## src/rtl/matrix_frame_loader_pkg.sv

```systemverilog
// Shared geometry constants for the 8x8 LED matrix frame loader.
package matrix_frame_loader_pkg;

  localparam int FRAME_BITS = 64;
  localparam int ROWS       = 8;
  localparam int COLS       = 8;
  localparam int ROW_W      = $clog2(ROWS);
  localparam int COL_W      = $clog2(COLS);
  localparam int CNT_W      = $clog2(FRAME_BITS) + 1;

  function automatic logic [ROWS-1:0] row_onehot(input logic [ROW_W-1:0] row);
    return ROWS'(1) << row;
  endfunction

endpackage

```

## src/rtl/matrix_input_sync.sv

```systemverilog
// Multi-flop synchronizer for one asynchronous pin, followed by a rising-edge pulse.
module matrix_input_sync #(
  parameter int SYNC_STAGES = 2
) (
  input  logic clk,
  input  logic rst_n,
  input  logic din,
  output logic level,
  output logic rise
);

  logic [SYNC_STAGES-1:0] stage_reg;
  logic                   prev_reg;

  always_ff @(posedge clk) begin
    if (!rst_n) begin
      stage_reg <= '0;
      prev_reg  <= 1'b0;
    end else begin
      stage_reg <= {stage_reg[SYNC_STAGES-2:0], din};
      prev_reg  <= stage_reg[SYNC_STAGES-1];
    end
  end

  assign level = stage_reg[SYNC_STAGES-1];
  assign rise  = level & ~prev_reg;

endmodule

```

## src/rtl/matrix_frame_loader.sv

```systemverilog
// Serial frame loader with double-buffered frame store and one-hot row scanner
// for an 8x8 LED matrix.
module matrix_frame_loader
  import matrix_frame_loader_pkg::*;
#(
  parameter int SCAN_DIV    = 1024,
  parameter int SYNC_STAGES = 2
) (
  input  logic            clk,
  input  logic            rst_n,
  input  logic            ser_data,
  input  logic            ser_clk,
  input  logic            ser_latch,
  output logic [ROWS-1:0] row_sel,
  output logic [COLS-1:0] col_data,
  output logic            frame_valid,
  output logic            busy,
  output logic            err
);

  localparam int PRE_W = $clog2(SCAN_DIV);

  logic [2:0] pin_bus;
  logic [2:0] level_bus;
  logic [2:0] rise_bus;

  assign pin_bus = {ser_latch, ser_clk, ser_data};

  generate
    for (genvar gi = 0; gi < 3; gi++) begin : g_sync
      matrix_input_sync #(
        .SYNC_STAGES(SYNC_STAGES)
      ) u_sync (
        .clk  (clk),
        .rst_n(rst_n),
        .din  (pin_bus[gi]),
        .level(level_bus[gi]),
        .rise (rise_bus[gi])
      );
    end
  endgenerate

  // Data travels through the same number of flops as the strobe, so its
  // synchronized level is already aligned with the strobe's edge pulse.
  logic data_level;
  logic clk_rise;
  logic latch_rise;
  logic sync_unused;

  assign data_level  = level_bus[0];
  assign clk_rise    = rise_bus[1];
  assign latch_rise  = rise_bus[2];
  assign sync_unused = &{level_bus[2:1], rise_bus[0], 1'b0};

  logic [CNT_W-1:0]      bit_cnt_reg;
  logic                  overflow_reg;
  logic                  busy_reg;
  logic                  err_reg;
  logic                  frame_valid_reg;
  logic [FRAME_BITS-1:0] back_reg;
  logic [FRAME_BITS-1:0] front_reg;
  logic [PRE_W-1:0]      presc_reg;
  logic [ROW_W-1:0]      row_reg;
  logic [ROWS-1:0]       row_sel_reg;
  logic [COLS-1:0]       col_data_reg;

  logic [ROW_W-1:0]      row_next;
  assign row_next = row_reg + 1'b1;

  always_ff @(posedge clk) begin
    if (!rst_n) begin
      bit_cnt_reg     <= '0;
      overflow_reg    <= 1'b0;
      busy_reg        <= 1'b0;
      err_reg         <= 1'b0;
      frame_valid_reg <= 1'b0;
      back_reg        <= '0;
      front_reg       <= '0;
      presc_reg       <= '0;
      row_reg         <= '0;
      row_sel_reg     <= row_onehot('0);
      col_data_reg    <= '0;
    end else begin
      err_reg <= 1'b0;

      // A latch edge wins over a strobe edge arriving in the same cycle.
      if (latch_rise && !busy_reg) begin
        if (bit_cnt_reg == CNT_W'(FRAME_BITS) && !overflow_reg) begin
          busy_reg <= 1'b1;
        end else begin
          err_reg <= 1'b1;
        end
        bit_cnt_reg  <= '0;
        overflow_reg <= 1'b0;
      end else if (clk_rise && !busy_reg) begin
        if (bit_cnt_reg < CNT_W'(FRAME_BITS)) begin
          back_reg[bit_cnt_reg[CNT_W-2:0]] <= data_level;
          bit_cnt_reg                      <= bit_cnt_reg + 1'b1;
        end else begin
          overflow_reg <= 1'b1;
        end
      end

      if (presc_reg == PRE_W'(SCAN_DIV - 1)) begin
        presc_reg   <= '0;
        row_reg     <= row_next;
        row_sel_reg <= row_onehot(row_next);
        // Swap buffers only on the 7->0 wrap; row 0 is fed straight from the
        // incoming frame so the first lit row is never stale.
        if (row_reg == ROW_W'(ROWS - 1) && busy_reg) begin
          front_reg       <= back_reg;
          busy_reg        <= 1'b0;
          frame_valid_reg <= 1'b1;
          col_data_reg    <= back_reg[COLS-1:0];
        end else begin
          col_data_reg <= front_reg[{row_next, {COL_W{1'b0}}} +: COLS];
        end
      end else begin
        presc_reg <= presc_reg + 1'b1;
      end
    end
  end

  assign row_sel     = row_sel_reg;
  assign col_data    = col_data_reg;
  assign frame_valid = frame_valid_reg;
  assign busy        = busy_reg;
  assign err         = err_reg;

endmodule

```

## config.mk

```make
export PLATFORM = sky130hd
export DESIGN_NAME = matrix_frame_loader
export DESIGN_NICKNAME = d
export VERILOG_FILES = /design/src/rtl/matrix_frame_loader_pkg.sv /design/src/rtl/matrix_input_sync.sv /design/src/rtl/matrix_frame_loader.sv
export SDC_FILE = /design/constraint.sdc
export NUM_CORES = 1
export LEC_CHECK = 0
export CORE_MARGIN = 2
export CORE_UTILIZATION = 30
export CTS_BUF_LIST = sky130_fd_sc_hd__clkbuf_8 sky130_fd_sc_hd__clkbuf_16
export DETAILED_ROUTE_END_ITERATION = 7
export GPL_TIMING_DRIVEN = 0
export HOLD_SLACK_MARGIN = 0.06
export MAX_ROUTING_LAYER = met4
export SKIP_LAST_GASP = 1
export SYNTH_ARGS = -nofsm -noshare
export SYNTH_HDL_FRONTEND = slang
export SYNTH_HIERARCHICAL = 1
export SYNTH_SLANG_ARGS = --single-unit
```

## constraint.sdc

```tcl
create_clock -name clk -period 4.2 [get_ports clk]
set_clock_uncertainty 0.2 [all_clocks]
set_input_delay 0.42 -clock clk [delete_from_list [all_inputs] [get_ports clk]]
set_output_delay 0.42 -clock clk [all_outputs]
set_load 0.05 [all_outputs]
```

Word level (Yosys, flattened, before mapping)
Cells that the tools add are included.
- multiply operators: 0
- div/mod/pow operators: 0
- add/sub/neg operators: 3
- shift operators: 2
- reductions and logical operators: 14
- multiplexer cells: 9
- equal/unequal tests: 3
- bitwise gates (word level): 7
- order comparisons: 3
- operator list (operator ; number):
    bitwise mux 64 bit ; 1
    variable part select 64 x 7 -> 8 bit ; 1
    adder 10 x 1 -> 10 bit (second input constant) ; 1
    equality test 10 bit (second input constant) ; 1
    two-way mux 8 bit ; 1
    AND reduction 2 bit ; 4
    << shifter 1 x 3 -> 8 bit (first input constant) ; 1
    adder 7 x 1 -> 7 bit (second input constant) ; 1
    equality test 7 bit (second input constant) ; 1
    less-than comparator 6 x 7 -> 1 bit (second input constant) ; 1
    less-than comparator 7 bit (second input constant) ; 1
    demux 1 bit (select 6 bit) ; 1
    greater-or-equal comparator 6 x 1 -> 1 bit (second input constant) ; 1
    two-way mux 1 bit ; 6
    logical AND 1 bit ; 5
    inverter 1 bit ; 5
    OR reduction 2 bit ; 2
    adder 3 x 1 -> 3 bit (second input constant) ; 1
    equality test 3 bit (second input constant) ; 1
    AND reduction 3 bit ; 1
    AND 1 bit ; 2
    zero test 1 bit ; 2
- memory bits (read-only): 0
- logic and storage cells: 57
- bits in latches: 0
- bits in registers: 176
- memories: 0
- output and inout port bits: 19
- RAM bits: 0
- bits of input ports: 5

Logic depth before layout (Yosys ltp)
Gate-level depths: netlist (run 1).
- word-level depth: 6
- depth in mapped cells: 9
- mapped depth without buffers: 5

Modules after synthesis
The synthesis (run 1) kept the hierarchy.
- by module, submodules not included (module ; area an instance (um2) ; cells each ; times used):
    matrix_frame_loader ; 7440.9 ; 765 ; 1
    matrix_input_sync ; 92.6 ; 7 ; 3

Least setup slack after synthesis (run 1)
Ideal clock, no wire load.
- path type: register -> register
- from: register row_reg[0]
- to: register col_data_reg[5], in the netlist col_data[5]
- data arrival time: 2.584 ns
- setup time: 0.144 ns
- path buffers: 4
- stages on the path, launching flop included: 10
- slack: 1.273 ns
- cells stage by stage: dfxtp_1 -> buf_2 -> clkbuf_1 -> inv_1 -> ha_1 -> buf_2 -> buf_2 -> mux4_2 -> mux2i_1 -> o221ai_1
- word-level cells in the longest chain between the ends: 3
- ends and longest elaborated chain (what ; line ; RTL):
    start: declaration ; matrix_frame_loader.sv:63 ; logic [ROW_W-1:0] row_reg;
    start signal: assignment ; matrix_frame_loader.sv:106 ; row_reg <= row_next;
    adder 3 x 1 -> 3 bit ; matrix_frame_loader.sv:68 ; assign row_next = row_reg + 1'b1;
    named net row_next[0] ; matrix_frame_loader.sv:67 ; logic [ROW_W-1:0] row_next;
    variable part select 64 x 7 -> 8 bit ; matrix_frame_loader.sv:116 ; col_data_reg <= front_reg[{row_next, {COL_W{1'b0}}} +: COLS];
    two-way mux 8 bit ; matrix_frame_loader.sv:110 ; if (row_reg == ROW_W'(ROWS - 1) && busy_reg) begin
    end signal: assignment ; matrix_frame_loader.sv:114 ; col_data_reg <= back_reg[COLS-1:0];
    end signal: assignment ; matrix_frame_loader.sv:116 ;
    end: declaration ; matrix_frame_loader.sv:65 ; logic [COLS-1:0] col_data_reg;
The timed path passes the listed nets, and every way through them passes these cells.
A chain may end at the register's enable or synchronous reset.

Worst setup path after layout (run 1)
Ends and elaborated chain as after synthesis.

==> impl_metrics.toml, run 1 <==
[outcome]
status = "finished clean"

[power]
p_clk_frac = 0.470
seq_power_share = 0.504
power_density_nw_per_um2 = 374.6
power.switching_uw = 765.1
p_leak_nw = 3.618
internal_power_mw = 2.566
peakVddDrop_mv = 0.2595
swShare = 0.2297
combPwrFrac = 0.026

[route]
postRouteAntennaNets = 0
drt-wirelength-per-cell_um = 16.95
drt_wl_total_mm = 19.78
viasPerCell = 4.974
vias = 5805
drt-pass1-iter-count = 5
drc = 0
drt_iter0_drc = 432

[floorplan]
rows = 58
die_width_um = 164.0
io_pins = 24
die_h_um = 164.0
die_area_um2 = 26890
coreArea_um2 = 25180
initial_utilization = 0.3049

[global_routing]
grt_pass1_vias = 5490
antenna_found_initial = 0
grt.overflow.total = 0
grt_max_degree = 17
grt_first_pass_wirelength_mm = 31.27
grt_usage = 0.1575

[clock_tree]
holdBufCountCts = 0
root_buffer = "clkbuf_16"
post-cts-setup-buffer-count = 0
numCtsBuffers = 17
clk_path_buf_depth = 2
tritoncts = "yes"
clk_latency_ps = 430
cts.sinks = 176
h-tree-depth = 4
cts_resized = 0
clk_pin_slew_ps = 70

[sta]
drv_slew = 0
tightest_slew_ps = 1250
setup_viol = 0
period_share = 0.8961
hold_viol_final = 0
period_minus_slack_ps = 3764
whs_ps = 224.1
relSlewSlack = 0.1652
tns_ps = 0
rsz0062_at_grt = "false"
finalWorstSetupSlack_ps = 436.4
max_freq_ghz = 0.2657

[cells_and_area]
antenna_cells = 0
drive_gt1_frac = 0.08124
fin_cells = 1167
finish.utilization = 0.3531
syn2layout_area_growth_pct = 15.79
fillers = 2533
nets = 839

[flow_run]
cap_violations = 0

[setup_path]
critPathLaunch = "row_reg[0]"
slowest_delay_ps = 560
cpMostUsedCell = "buf_2"
arrival_ps = 3850
reg2reg_to = "col_data[5]"
crit_slowest_cell = "clkbuf_1"
path_delay_family = "buffers and inverters"
criticalPathCategory = "reg -> reg"
timing.rr.start = "row_reg[0]"
cp_cell_sequence = "buf_2 > clkbuf_1 > inv_1 > ha_1 > buf_2 > buf_2 > mux4_2 > mux2i_1 > o221ai_1"
cp_num_cells = 9
critPathMaxFanout = 10
crit_end = "col_data[5]"
cp-end-kind = "flop"
cp.required_ps = 4280
startpoint_type = "flop"
path_buf_inv = 5
reg2reg_depth = 9
rrSetupSlack_ps = 440

[synthesis]
syn_area_um2 = 7679
yosys_warnings = 6
syn_area_per_cell_um2 = 9.807
syn-instance-count = 783
syn_nets = 797

[placed_design]
dp.cells = 1136
finalWeightedCongestion = 0.8041
io_buffers = 23
dp_hpwl_mm = 13.72
place_ws_ps = 416.4

[worst_hold_path]
min_path_type = "reg -> reg"
hold_start = "g_sync[0].u_sync/stage_reg[0]"
[metrics by stage]
stage | total power, mW | area (um^2)
after floorplan | 1.767 | 7679
after global placement | 1.803 | 8322
after detailed placement | 1.803 | 8322
after CTS | 3.351 | 8891
after global routing | 3.438 | 8891
final | 3.331 | 8891
[worst min path at each step]
stage,end,cells after the start
floorplan,g_sync[0].u_sync/stage_reg[1],1
global placement,g_sync[1].u_sync/stage_reg[1],1
detailed placement,g_sync[2].u_sync/stage_reg[1],1
CTS,g_sync[1].u_sync/stage_reg[1],1
global route,g_sync[0].u_sync/stage_reg[1],1
finish,g_sync[0].u_sync/stage_reg[1],1
[metal layers]
| layer | vias to the layer above | wire length, um | GRT usage |
|---|---|---|---|
| li1 | 2870 | - | - |
| met1 | 2796 | 9468 | 0.2074 |
| met2 | 115 | 9210 | 0.2441 |
| met3 | 24 | 815 | 0.03460 |
| met4 | 0 | 284 | 0.04426 |
| met5 | - | 0 | - |
[worst register-to-register path, stage by stage (launching register included)]
cell      delay [ps]
dfxtp_1          410
buf_2            370
clkbuf_1         560
inv_1            190
ha_1             330
buf_2            280
buf_2            380
mux4_2           540
mux2i_1          220
o221ai_1         130
[final cells by class]
cell class	count	area, um^2	area share
Timing Repair Buffer	23	230.2	0.02589
Inverter	12	45.04	0.005066
Multi-Input combinational cell	525	3799	0.4272
Tap cell	330	412.9	0.04644
Sequential cell	176	3523	0.3963
Clock buffer	17	425.4	0.04785
Clock inverter	14	143.9	0.01618
Buffer	70	311.5	0.03504
[cells in the final DEF, fill, tap and decap left out, types with 4 or more instances in the layout]
cell type	instances
buf_2	8
nand4_1	17
clkinvlp_4	4
ha_1	9
mux4_2	16
xnor2_1	4
inv_1	11
buf_6	5
dfxtp_1	176
mux2i_1	138
clkbuf_1	52
nand3_1	54
o21ai_0	4
clkdlybuf4s50_1	23
buf_1	4
or3_1	6
nand3b_1	5
a21oi_1	17
nor3_1	12
o221ai_1	8
and2_1	8
o31ai_1	13
nor3b_1	11
nor2_1	10
nand2_1	146
clkbuf_16	17
or4_1	15
[power by group through the flow]
stage	sequential, mW	combinational [mW]	clock (mW)
3_5_place_dp	1.72	0.0862	0
5_1_grt	1.68	0.0942	1.67
4_1_cts	1.68	0.0866	1.59
6_report	1.68	0.0866	1.57
3_3_place_gp	1.72	0.0869	0
2_1_floorplan	1.72	0.0502	0
No activity file was read; power rests on OpenSTA's default activity.
==> inputs of run 2 (changes only) <==
--- a/config.mk
+++ b/config.mk
@@ -8,6 +8,7 @@
 export CORE_MARGIN = 2
 export CORE_UTILIZATION = 30
 export CTS_BUF_LIST = sky130_fd_sc_hd__clkbuf_8 sky130_fd_sc_hd__clkbuf_16
+export CTS_CLUSTER_DIAMETER = 40
 export DETAILED_ROUTE_END_ITERATION = 7
 export GPL_TIMING_DRIVEN = 0
 export HOLD_SLACK_MARGIN = 0.06
==> results of run 2 <==
Same layout as run 1: the final DEF is identical, and so are final timing and power.
